`src/rtl/barrel_shift_pipe_pkg.sv`:
```
// Shared definitions for the pipelined barrel shifter.
// Op encodings and small op-classification helpers.
package barrel_shift_pipe_pkg;

    typedef enum logic [2:0] {
        OP_SRL = 3'b000,
        OP_SLL = 3'b001,
        OP_SRA = 3'b010,
        OP_ROR = 3'b011,
        OP_ROL = 3'b100
    } shift_op_e;

    function automatic logic op_is_legal(input logic [2:0] op);
        return op <= OP_ROL;
    endfunction

    function automatic logic op_is_left(input logic [2:0] op);
        return (op == OP_SLL) || (op == OP_ROL);
    endfunction

    function automatic logic op_is_rotate(input logic [2:0] op);
        return (op == OP_ROR) || (op == OP_ROL);
    endfunction

    function automatic logic op_is_arith(input logic [2:0] op);
        return op == OP_SRA;
    endfunction

endpackage

```
`src/rtl/barrel_shift_pipe_level.sv`:
```
// One right-shift mux level (shift by SHIFT) with fill and carry tracking.
// Optionally registered with a valid/ready stall slot.
module shift_level
    import barrel_shift_pipe_pkg::*;
#(
    parameter int WIDTH = 16,
    parameter int SHIFT = 1,
    parameter int REG   = 1,
    parameter int SHW   = 4,
    parameter int TAG_W = 4
) (
    input  logic             clk,
    input  logic             rst,
    input  logic             in_valid,
    output logic             in_ready,
    input  logic [WIDTH-1:0] in_data,
    input  logic [SHW-1:0]   in_shamt,
    input  logic [2:0]       in_op,
    input  logic [TAG_W-1:0] in_tag,
    input  logic             in_carry,
    input  logic             in_err,
    output logic             out_valid,
    input  logic             out_ready,
    output logic [WIDTH-1:0] out_data,
    output logic [SHW-1:0]   out_shamt,
    output logic [2:0]       out_op,
    output logic [TAG_W-1:0] out_tag,
    output logic             out_carry,
    output logic             out_err
);

    localparam int LVL = $clog2(SHIFT);

    logic [SHIFT-1:0] fill;
    logic [WIDTH-1:0] data_n;
    logic             carry_n;

    // Shift by SHIFT when this level's shamt bit is set; last bit out becomes carry.
    always_comb begin
        fill = '0;
        if (op_is_rotate(in_op)) begin
            fill = in_data[SHIFT-1:0];
        end else if (op_is_arith(in_op)) begin
            fill = {SHIFT{in_data[WIDTH-1]}};
        end
        data_n  = in_data;
        carry_n = in_carry;
        if (in_shamt[LVL]) begin
            data_n  = {fill, in_data[WIDTH-1:SHIFT]};
            carry_n = in_data[SHIFT-1];
        end
    end

    if (REG != 0) begin : g_reg
        logic full;

        assign in_ready  = !full || out_ready;
        assign out_valid = full;

        // Pipeline slot: load when empty or when the downstream takes our op.
        always_ff @(posedge clk or posedge rst) begin
            if (rst) begin
                full      <= 1'b0;
                out_data  <= '0;
                out_shamt <= '0;
                out_op    <= '0;
                out_tag   <= '0;
                out_carry <= 1'b0;
                out_err   <= 1'b0;
            end else if (in_ready) begin
                full <= in_valid;
                if (in_valid) begin
                    out_data  <= data_n;
                    out_shamt <= in_shamt;
                    out_op    <= in_op;
                    out_tag   <= in_tag;
                    out_carry <= carry_n;
                    out_err   <= in_err;
                end
            end
        end
    end else begin : g_comb
        logic unused_clk;

        assign unused_clk = clk ^ rst;
        assign in_ready   = out_ready;
        assign out_valid  = in_valid;
        assign out_data   = data_n;
        assign out_shamt  = in_shamt;
        assign out_op     = in_op;
        assign out_tag    = in_tag;
        assign out_carry  = carry_n;
        assign out_err    = in_err;
    end

endmodule

```
`src/rtl/barrel_shift_pipe.sv`:
```
// Pipelined barrel shifter: SRL/SLL/SRA/ROR/ROL with carry, zero and error flags.
// Left ops run through the right-shift levels on bit-reversed data.
module barrel_shift_pipe
    import barrel_shift_pipe_pkg::*;
#(
    parameter int  WIDTH     = 16,
    parameter int  PIPELINED = 1,
    parameter int  TAG_W     = 4,
    localparam int SHW       = $clog2(WIDTH)
) (
    input  logic             clk,
    input  logic             rst,
    input  logic             in_valid,
    output logic             in_ready,
    input  logic [WIDTH-1:0] in_data,
    input  logic [SHW-1:0]   in_shamt,
    input  logic [2:0]       in_op,
    input  logic [TAG_W-1:0] in_tag,
    output logic             out_valid,
    input  logic             out_ready,
    output logic [WIDTH-1:0] out_data,
    output logic             out_carry,
    output logic             out_zero,
    output logic             out_err,
    output logic [TAG_W-1:0] out_tag
);

    logic [WIDTH-1:0] rev_in;
    logic [WIDTH-1:0] head_data;
    logic [SHW-1:0]   head_shamt;
    logic             head_err;
    logic             tail_ready;

    // Bit-reverse the operand so left ops can use the right-shift levels.
    always_comb begin
        rev_in = '0;
        for (int i = 0; i < WIDTH; i++) begin
            rev_in[i] = in_data[WIDTH-1-i];
        end
    end

    assign head_data  = op_is_left(in_op) ? rev_in : in_data;
    assign head_shamt = op_is_legal(in_op) ? in_shamt : '0;
    assign head_err   = !op_is_legal(in_op);

    for (genvar k = 0; k < SHW; k++) begin : g_lv
        logic             vi, ri, vo, ro;
        logic             ci, ei, co, eo;
        logic [WIDTH-1:0] di, dq;
        logic [SHW-1:0]   si, sq;
        logic [2:0]       oi, oq;
        logic [TAG_W-1:0] ti, tq;

        if (k == 0) begin : g_head
            assign vi = in_valid;
            assign di = head_data;
            assign si = head_shamt;
            assign oi = in_op;
            assign ti = in_tag;
            assign ci = 1'b0;
            assign ei = head_err;
        end else begin : g_link
            assign vi = g_lv[k-1].vo;
            assign di = g_lv[k-1].dq;
            assign si = g_lv[k-1].sq;
            assign oi = g_lv[k-1].oq;
            assign ti = g_lv[k-1].tq;
            assign ci = g_lv[k-1].co;
            assign ei = g_lv[k-1].eo;
        end

        if (k == SHW - 1) begin : g_tail
            assign ro = tail_ready;
        end else begin : g_mid
            assign ro = g_lv[k+1].ri;
        end

        shift_level #(
            .WIDTH(WIDTH),
            .SHIFT(1 << k),
            .REG  ((PIPELINED != 0 && k < SHW - 1) ? 1 : 0),
            .SHW  (SHW),
            .TAG_W(TAG_W)
        ) u_level (
            .clk      (clk),
            .rst      (rst),
            .in_valid (vi),
            .in_ready (ri),
            .in_data  (di),
            .in_shamt (si),
            .in_op    (oi),
            .in_tag   (ti),
            .in_carry (ci),
            .in_err   (ei),
            .out_valid(vo),
            .out_ready(ro),
            .out_data (dq),
            .out_shamt(sq),
            .out_op   (oq),
            .out_tag  (tq),
            .out_carry(co),
            .out_err  (eo)
        );
    end

    assign in_ready = g_lv[0].ri;

    logic             tail_valid;
    logic [WIDTH-1:0] tail_data;
    logic [WIDTH-1:0] rev_out;
    logic [WIDTH-1:0] final_data;
    logic             unused_shamt;

    assign tail_valid   = g_lv[SHW-1].vo;
    assign tail_data    = g_lv[SHW-1].dq;
    assign unused_shamt = ^g_lv[SHW-1].sq;
    assign tail_ready   = !out_valid || out_ready;

    // Undo the bit reversal for left ops.
    always_comb begin
        rev_out = '0;
        for (int i = 0; i < WIDTH; i++) begin
            rev_out[i] = tail_data[WIDTH-1-i];
        end
    end

    assign final_data = op_is_left(g_lv[SHW-1].oq) ? rev_out : tail_data;

    // Output register: holds the result and its flags stable while stalled.
    always_ff @(posedge clk or posedge rst) begin
        if (rst) begin
            out_valid <= 1'b0;
            out_data  <= '0;
            out_carry <= 1'b0;
            out_zero  <= 1'b0;
            out_err   <= 1'b0;
            out_tag   <= '0;
        end else if (tail_ready) begin
            out_valid <= tail_valid;
            if (tail_valid) begin
                out_data  <= final_data;
                out_carry <= g_lv[SHW-1].co;
                out_zero  <= (final_data == '0);
                out_err   <= g_lv[SHW-1].eo;
                out_tag   <= g_lv[SHW-1].tq;
            end
        end
    end

endmodule

```
`config.mk`:
```
export PLATFORM = sky130hd
export DESIGN_NAME = barrel_shift_pipe
export DESIGN_NICKNAME = d
export VERILOG_FILES = /design/src/rtl/barrel_shift_pipe_pkg.sv /design/src/rtl/barrel_shift_pipe_level.sv /design/src/rtl/barrel_shift_pipe.sv
export SDC_FILE = /design/constraint.sdc
export NUM_CORES = 1
export LEC_CHECK = 0
export BUFFER_PORTS_ARGS = -buffer_cell sky130_fd_sc_hd__clkbuf_2
export CORE_MARGIN = 2
export CORE_UTILIZATION = 55
export DETAILED_ROUTE_END_ITERATION = 16
export PLACE_DENSITY_LB_ADDON = 0.3
export SYNTH_ARGS = -nofsm -noshare
export SYNTH_HDL_FRONTEND = slang
export SYNTH_HIERARCHICAL = 1
export SYNTH_SLANG_ARGS = --single-unit
```
`constraint.sdc`:
```
create_clock -name clk -period 5.02 [get_ports clk]
set_input_delay 1.506 -clock clk [delete_from_list [all_inputs] [get_ports clk]]
set_output_delay 1.506 -clock clk [all_outputs]
set_load 0.02 [all_outputs]
```
### Word level (Yosys, flattened, before mapping)

Cells that the tools add are included.

| operators by class | value |
|---|---|
| $lt $le $gt $ge | 1 |
| eq/ne operators | 14 |
| mux-type cells | 19 |
| reductions and logical operators | 20 |

Operators by type and width:

| kind | number |
|---|---|
| $mux 16 | 6 |
| $eq 3x2->1 const B | 8 |
| $logic_not 16->1 | 1 |
| $mux 8 | 2 |
| $eq 3x3->1 const B | 4 |
| $mux 4 | 3 |
| $logic_or 1x1->1 | 10 |
| $reduce_and 2->1 | 4 |
| $eq 3x1->1 const B | 2 |
| $mux 1 | 6 |
| $logic_not 1->1 | 5 |
| $mux 2 | 2 |
| $le 3x3->1 const B | 1 |

| storage, ports and cells | value |
|---|---|
| register bits after elaboration | 114 |
| output and inout bits | 25 |
| word-level logic and storage cells | 81 |

### Logic depth before layout (Yosys ltp)

Gate-level depths: netlist of the first run.

| logic depth | value |
|---|---|
| depth after elaboration | 6 |
| gate-level depth with buffers | 14 |

### By module

The synthesis of the first run kept the hierarchy.

By module, submodules not included:

| module | times used | cells an instance | area each (um^2) |
|---|---|---|---|
| barrel_shift_pipe | 1 | 150 | 1544.0 |
| shift_level (g_lv[1].u_level) | 1 | 114 | 1453.9 |
| shift_level (g_lv[2].u_level) | 1 | 121 | 1380.1 |
| shift_level (g_lv[0].u_level) | 1 | 108 | 1336.3 |
| shift_level (g_lv[3].u_level) | 1 | 56 | 387.9 |

### Worst setup path before layout of the first run

OpenSTA, ideal clock, no wires.

| timing | value |
|---|---|
| kind | in2out |
| from | input port out_ready |
| to | output port in_ready |
| data arrival time | 2831 ps |
| required time | 3514 ps |
| slack | 683 ps |
| stages | 10 |
| buffers on the path | 5 |
| cells stage by stage | nor2b_1 buf_2 inv_2 buf_2 buf_4 nand2b_4 nand2b_4 buf_6 buf_2 nand2b_4 |

| on the way | value |
|---|---|
| cells in the longest elaborated chain, start to end | 4 |

RTL lines:

| what | line | source |
|---|---|---|
| from (decl) | barrel_shift_pipe.sv:20 | `input logic out_ready,` |
| $logic_or 1x1->1 | barrel_shift_pipe.sv:117 | `assign tail_ready = !out_valid \|\| out_ready;` |
| net g_lv[3].ro | barrel_shift_pipe.sv:47 | `logic vi, ri, vo, ro;` |
| $logic_or 1x1->1 | barrel_shift_pipe_level.sv:57 | `assign in_ready = !full \|\| out_ready;` |
| net g_lv[1].ro | barrel_shift_pipe.sv:47 |  |
| $logic_or 1x1->1 | barrel_shift_pipe_level.sv:57 |  |
| net g_lv[0].ro | barrel_shift_pipe.sv:47 |  |
| $logic_or 1x1->1 | barrel_shift_pipe_level.sv:57 |  |
| to (decl) | barrel_shift_pipe.sv:14 | `output logic in_ready,` |

The timed path passes the listed nets, and every way through them passes these cells.

### Final worst setup path of the first run

| timing | value |
|---|---|
| from | input port out_ready |
| to | output port in_ready |

| on the way | value |
|---|---|
| cells in the longest elaborated chain, start to end | 4 |

RTL lines:

| what | line |
|---|---|
| $logic_or 1x1->1 | barrel_shift_pipe.sv:117 |
| $logic_or 1x1->1 | barrel_shift_pipe_level.sv:57 |
| net g_lv[1].ro | barrel_shift_pipe.sv:47 |
| $logic_or 1x1->1 | barrel_shift_pipe_level.sv:57 |
| net g_lv[0].ro | barrel_shift_pipe.sv:47 |
| $logic_or 1x1->1 | barrel_shift_pipe_level.sv:57 |

The timed path passes the listed nets, and every way through them passes these cells.

==> flow_results.org, run 1 <==
** Critical path
- Crit-path max cell delay :: 0.39 ns
- Critical path fanouts, max :: 35
- At the worst endpoint, the arrival time is 2.94 ns.
- For the worst setup path, the data required time is 3.51 ns.
- The worst register-to-register path begins at g_lv[2].u_level/out_valid.
- The critical path goes through clkbuf_2 -> nor2b_1 -> inv_2 -> nand2b_4 -> nand2b_4 -> nand2b_4 -> clkbuf_2.
- The cell family contributing the most delay on the critical path is simple AND/OR/NAND/NOR gates.
- Critical Path Source Type :: input pin
- In this run the critical register-to-register path is captured at g_lv[0].u_level/out_err.
- Most prevalent standard cell on the critical path :: nand2b_4
- Counting cells, the worst reg-to-reg path comes to 5.
- The number of buffers and inverters on the critical path is 3.
- Flop-to-flop setup slack :: 2.50 ns
- The worst setup path is of the in2out kind.
- Critical path endpoint category :: output port
- The largest individual stage delay along the critical path comes from the cell inv_2.

** Clock network
- The clock drives 108 sinks.
- Clock tree from TritonCTS :: yes
- CTS built an H-tree with a depth of 3.
- Maximum root-to-sink buffer count :: 2
- Insertion delay to the later sink of the worst-skew pair :: 0.37 ns
- Clock transition time at the flip-flop clock pins of the worst setup and hold paths :: 0.09 ns
- The number of gates resized after CTS was 0.
- Buffers inserted during clock tree synthesis total 9.
- Buffers inserted to repair hold after CTS numbered 0.
- Number of buffers added for setup after CTS :: 0
- CTS placed an instance of clkbuf_8 at the clock tree root.

** STA
- Setup repair after global routing left no endpoint under its margin.
- Actual transition at the worst max-transition pin :: 1.07 ns
- The number of pins with negative max-slew slack in the final report was 0.
- For the final database, setup skew stands at 0.0118 ns.
- Total Negative Setup Slacks :: 0 ns
- The worst path uses 88.5% of the clock period.
- Derived from the worst setup path, the maximum achievable clock frequency is 0.225 GHz.
- Number of hold violations in the final report :: 0
- Final-report setup violation count :: 0
- Remaining max-slew budget at the tightest pin :: 28.7%
- Post-layout min period :: 4.44 ns

** Power and ir drop
- For this design the static power due to leakage is 2.68 nW.
- Overall power consumption after layout is estimated at 3.08 mW.
- The worst-case IR drop observed on VDD is 0.000198 V.
- Power Dens Cells :: 502 nW/um2

** Floorplan
- 56 I/O pins were placed.
- In this run the standard cell core region covers 10300 um2.
- Number of placement rows :: 37
- The die is 107 um wide.
- The die covers 11500 um2.
- The die is 107 um tall.
- Initial cell density of the core :: 56.6%

** Finish
- Summed area of non-filler cells in the final layout :: 6140 um2
- The number of antenna diodes in the final layout is 0.
- The layout has 902 filler cells.
- At the end of the flow, the number of nets in the layout was 579.
- Proportion of layout cells with a drive suffix above 1 :: 26.0%
- From synthesis to final layout, the design area changed by 4.99%.

** Synthesis
- When the netlist entered floorplanning its net count stood at 563.
- Summing every instance area after synthesis gives 5850 um2.
- The Yosys step of the flow raised 6 warnings.
- Average cell area after synthesis :: 11.0 um2
- Counting every instance in the synthesized netlist gives 532.

** Worst hold path
- Worst Hold Path EP :: g_lv[2].u_level/out_data[8]
- Hold Path Class :: reg2reg
- Number of cells traversed by the worst hold path :: 2
- In this run the most critical hold path is launched from g_lv[2].u_level/out_data[8].

** Global routing
- The first global-routing pass estimated 19700 um of wire.
- Entering global routing, the biggest net connects 46 pins.
- Global routing finished with a remaining overflow of 0.
- The number of global-route vias before repair was 3977.
- Initial antenna violation count :: 0
- Total global-route track usage :: 21.4%

** Run status
- The run finished with clean final reports.

** Route
- After detailed routing, the number of remaining DRC violations is 0.
- WL/cell :: 16.4 um
- Before antenna repair, the detailed router went through 5 iterations.
- DR vias/cell :: 5.95
- The final layout contains routed wiring with a total length of 11300 um.
- The first routing iteration left 240 violations.
- Number of nets still failing antenna checks after routing :: 0
- Via count :: 4101

** Flow run
- Across the run, the number of max-cap violations was 0.

** Place
- Once placement finished, the instance area stood at 5950 um2.
- Port buffering added 55 buffers.
- Half-perimeter wire length after placement :: 8250 um
- Routability-driven placement congestion ratio :: 0.829
## power breakdown
part / switching (mW) / total, mW / internal (mW)
clock: 0.305 / 0.493 / 0.188
combinational: 0.641 / 1.14 / 0.495
sequential: 0.303 / 1.45 / 1.15
total: 1.25 / 3.08 / 1.83
## flip-flops by register name, summed over array words and instances (netlist names)
name,flops
g_lv.u_level/out_data,48
out_data,16
g_lv.u_level/out_tag,12
g_lv.u_level/out_op,9
g_lv.u_level/out_shamt,6
out_tag,4
g_lv.u_level/out_carry,3
g_lv.u_level/out_err,3
g_lv.u_level/out_valid,3
out_carry,1
out_err,1
out_valid,1
out_zero,1
## worst max-delay path by stage
stage,start,to,cells past startpoint
3_3_place_gp,out_ready,in_ready,7
4_1_cts,out_ready,in_ready,7
2_1_floorplan,out_ready,in_ready,10
3_5_place_dp,out_ready,in_ready,7
6_report,out_ready,in_ready,7
5_1_grt,out_ready,in_ready,7
## routing by layer
layer  track usage [%]  share of wire, %  vias up
met5                 0                 0        -
met4              7.42               1.7        0
met3              2.55               3.6       16
met2              36.1                49      103
met1              28.7                45     2009
li1                  -                 -     1973
## cell type report
class | instances | area (um2) | area share, %
clock buffer | 9 | 124 | 2.02
multi-input combinational | 365 | 2770 | 45.1
sequential | 108 | 2700 | 44.0
tap | 136 | 170 | 2.77
clock inverter | 7 | 60.1 | 0.979
inverter | 8 | 30.0 | 0.489
timing repair buffer | 56 | 283 | 4.61
## per-stage QoR
step	worst slack, ns	instances	utilization (%)	hold WS, ns
global placement	0.625	673	57.7	0.463
global route	0.440	689	59.4	0.533
CTS	0.594	689	59.4	0.519
finish	0.578	689	59.4	0.514
floorplan	0.683	532	-	0.443
detailed placement	0.610	673	57.7	0.494
## cell usage in the layout, fill, tap and decap left out, types with 8 or more instances in the layout
cell	count
nand3_1	18
nand2_1	38
mux2_1	12
o211ai_2	10
nor2_1	12
mux2_4	20
a21oi_1	45
mux2i_1	43
nand3b_1	8
o2111ai_1	16
mux2_2	30
o21ai_0	50
clkbuf_2	55
clkbuf_8	9
dfrtp_1	108
## worst register-to-register path, cell delays in order (launching register included)
cell and delay [ns]:
dfrtp_1 1.06, nand2b_4 0.11, nand2b_4 0.27, nand2b_4 0.20
nand2_4 0.39, mux2_2 0.40
Power figures use the tool's default switching activity.
==> inputs of run 2 (changes only) <==
ABC_AREA = 1   (was not set)
==> flow_results.org, run 2 <==
** Route
- DRC :: 0 (unchanged)
- First-pass iteration count of the detailed router :: 5 (unchanged)
- Via count :: 4708 (+15%)
- Number of nets still failing antenna checks after routing :: 0 (unchanged)
- The average wire length per cell after detail routing was 12.4 um (-25%).
- Number of DRC markers after the initial detailed-route iteration :: 220 (-8.3%)
- DR vias/cell :: 5.04 (-15%)
- Final routed wirelength across all metal layers :: 11600 um (+2.3%)

** Finish
- Max FFs per register :: 48 (unchanged)
- Net count of the finished layout :: 825 (+42%)
- Proportion of layout cells with a drive suffix above 1 :: 14.8% (-11 points)
- Register ranked first by flip-flop count :: g_lv.u_level/out_data
- N_diodes :: 0 (unchanged)
- Synthesis-to-finish area growth :: 4.55%
- Leaving out fill and tap cells, the most frequent cell in the layout is nand2_1.
- Finished Layout Cells :: 935 (+36%)
- Biggest regs :: g_lv.u_level/out_data (48), out_data (16), g_lv.u_level/out_tag (12)
- Leading cell types in the layout, fill and taps excluded :: nand2_1 (316), dfrtp_1 (108), nor2_1 (76), inv_1 (60), clkbuf_2 (55)

** STA
- The final setup violation count was 0 (unchanged).
- The time the final worst path needs with I/O delays and setup was 3.87 ns (-0.569 ns).
- Number of hold violations in the final report :: 0 (unchanged)
- Unrepaired setup endpoints after global routing :: no
- The transition time at the pin with the least slew margin was 1.05 ns (-0.0213 ns).
- The share of the clock period used by the worst path is 77.1% (-11 points).
- Total Negative Setup Slacks :: 0 ns (unchanged)
- Worst clock skew :: 0.0155 ns (+0.00376 ns)
- The max-slew headroom at the worst pin is 30.0% (+1.3 points).
- The number of pins with negative max-slew slack in the final report was 0 (unchanged).
- Fmax :: 0.258 GHz (+15%)

** Critical path
- Critical Path Source Type :: input pin
- Flop-to-flop setup slack :: 2.98 ns (+0.48 ns)
- Path type of the worst setup path :: in2out
- In this run the worst setup path terminates at in_ready.
- The cell depth of the worst flop-to-flop path came to 10 (+5).
- The biggest fanout along the worst timing path came to 4 (-89%).
- RR Startpoint :: g_lv[2].u_level/out_shamt[3]
- Endpoint arrival time on the critical path :: 2.37 ns (-0.57 ns)
- The endpoint identified for the worst register-to-register timing path is out_zero.
- Launching instance or port of the critical path :: out_ready
- The critical path data required time is 3.51 ns (about the same).
- Critical path endpoint category :: output port

** Global routing
- The number of antenna violations at the first check in global routing is 0 (unchanged).
- Global-route wire length before repair :: 20400 um (+3.4%)
- Total global-route track usage :: 21.7% (+0.33 points)
- Total gr overflow :: 0 (unchanged)
- The maximum number of pins on one net before global-route repair was 47 (+2.2%).
- Number of global-route vias before repair :: 4650 (+17%)

** Place
- Half-perimeter wire length after placement :: 8570 um (+3.8%)
- # port buffers :: 55 (unchanged)
- The last weighted congestion value of the routability-driven placer was 0.864 (+4.3%).
- Placed cell count :: 919 (+37%)

** Run status
- Status :: complete, no violations

** Floorplan
- Core Region :: 10400 um2 (+0.45%)
- Top-Level Pins :: 56 (unchanged)
- Die Y :: 107 um (+0.34%)
- Initial cell density of the core :: 56.8% (+0.15 points)
- Die ar. :: 11500 um2 (+0.67%)
- The site row count was 37 (unchanged).
- The die width is 107 um (+0.34%).

** Clock network
- CTS hold repair buffers :: 0 (unchanged)
- The buffer count from post-CTS setup fixing was 0 (unchanged).
- Num CTS Buffers :: 9 (unchanged)
- Clock transition time at the flip-flop clock pins of the worst setup and hold paths :: 0.10 ns (about the same)
- The clock latency on the worst-skew pair was 0.37 ns (about the same).
- TritonCTS built the clock tree.
- The number of clock sinks came to 108 (unchanged).
- Maximum root-to-sink buffer count :: 2 (unchanged)
- Buffer cell driving the clock tree root :: clkbuf_8
- # resized after CTS :: 0 (unchanged)
- The number of levels the H-tree was split into is 3 (unchanged).

** Power and ir drop
- Leakage dissipation :: 3.29 nW (+23%)
- The largest voltage drop on the vdd net is 0.000267 V (+35%).
- Power Dens Cells :: 587 nW/um2 (+17%)

** Worst hold path
- The worst hold path belongs to the class reg2reg.
- In this run the most critical hold path is launched from out_err.

** Synthesis
- The number of instances in the synthesized netlist came to 771 (+45%).
- The net count after synthesis came to 802 (+42%).
- The warning count from the yosys run is 6 (unchanged).
- The average instance area after synthesis came to 7.64 um2 (-31%).
- Mapped cell area :: 5890 um2 (+0.71%)

** Flow run
- The max-cap check violation count was 0 (unchanged).
==> run 2: worst min-delay path by stage <==
| stage | end | slack [ns] | cells after the start |
|---|---|---|---|
| finish | out_err | 0.48 | 2 |
| floorplan | g_lv[1].u_level/out_err | 0.44 | 2 |
| global placement | g_lv[1].u_level/out_err | 0.45 | 2 |
| global route | g_lv[0].u_level/out_tag[1] | 0.51 | 2 |
| detailed placement | g_lv[1].u_level/out_tag[2] | 0.46 | 2 |
| CTS | g_lv[1].u_level/out_tag[2] | 0.48 | 2 |
==> run 2: metrics by stage <==
step	worst slack [ns]	power, mW	utilization, %	hold slack (ns)	area [um2]
final	1.15	3.61	59.4	0.480	6150
after global routing	1.06	3.94	59.4	0.507	6150
after CTS	1.14	3.63	59.4	0.482	6150
after detailed placement	1.15	3.07	57.3	0.457	5940
after global placement	1.16	3.00	57.3	0.455	5940
after floorplan	1.33	2.82	-	0.442	5890
==> run 2: cell type report <==
class	instances	area, um2
clock buffer	12	155
clock inverter	4	56.3
fill	983	4220
sequential	108	2700
tap	136	170
multi-input combinational	550	2500
inverter	68	280
timing repair buffer	57	290
==> run 2: where the power goes <==
part / total, mW / switching (mW) / internal [mW]
clock network: 0.553 / 0.291 / 0.262
logic: 1.56 / 1.04 / 0.522
registers: 1.50 / 0.293 / 1.20
total: 3.61 / 1.63 / 1.99
==> run 2: critical path: stages <==
cell,delay [ns]
clkbuf_2,0.08
inv_1,0.06
nand2_1,0.07
inv_1,0.09
nand2_4,0.07
inv_2,0.07
nand2_4,0.06
inv_1,0.10
nand2_4,0.09
clkbuf_2,0.17
==> run 2: routing by layer <==
layer / up-vias / global-route usage (%) / part of all wire (%)
li1: 2437 / - / -
met1: 2143 / 27.3 / 46
met3: 21 / 3.57 / 3.1
met2: 107 / 37.2 / 49
met5: - / 0 / 0
met4: 0 / 9.34 / 2.2
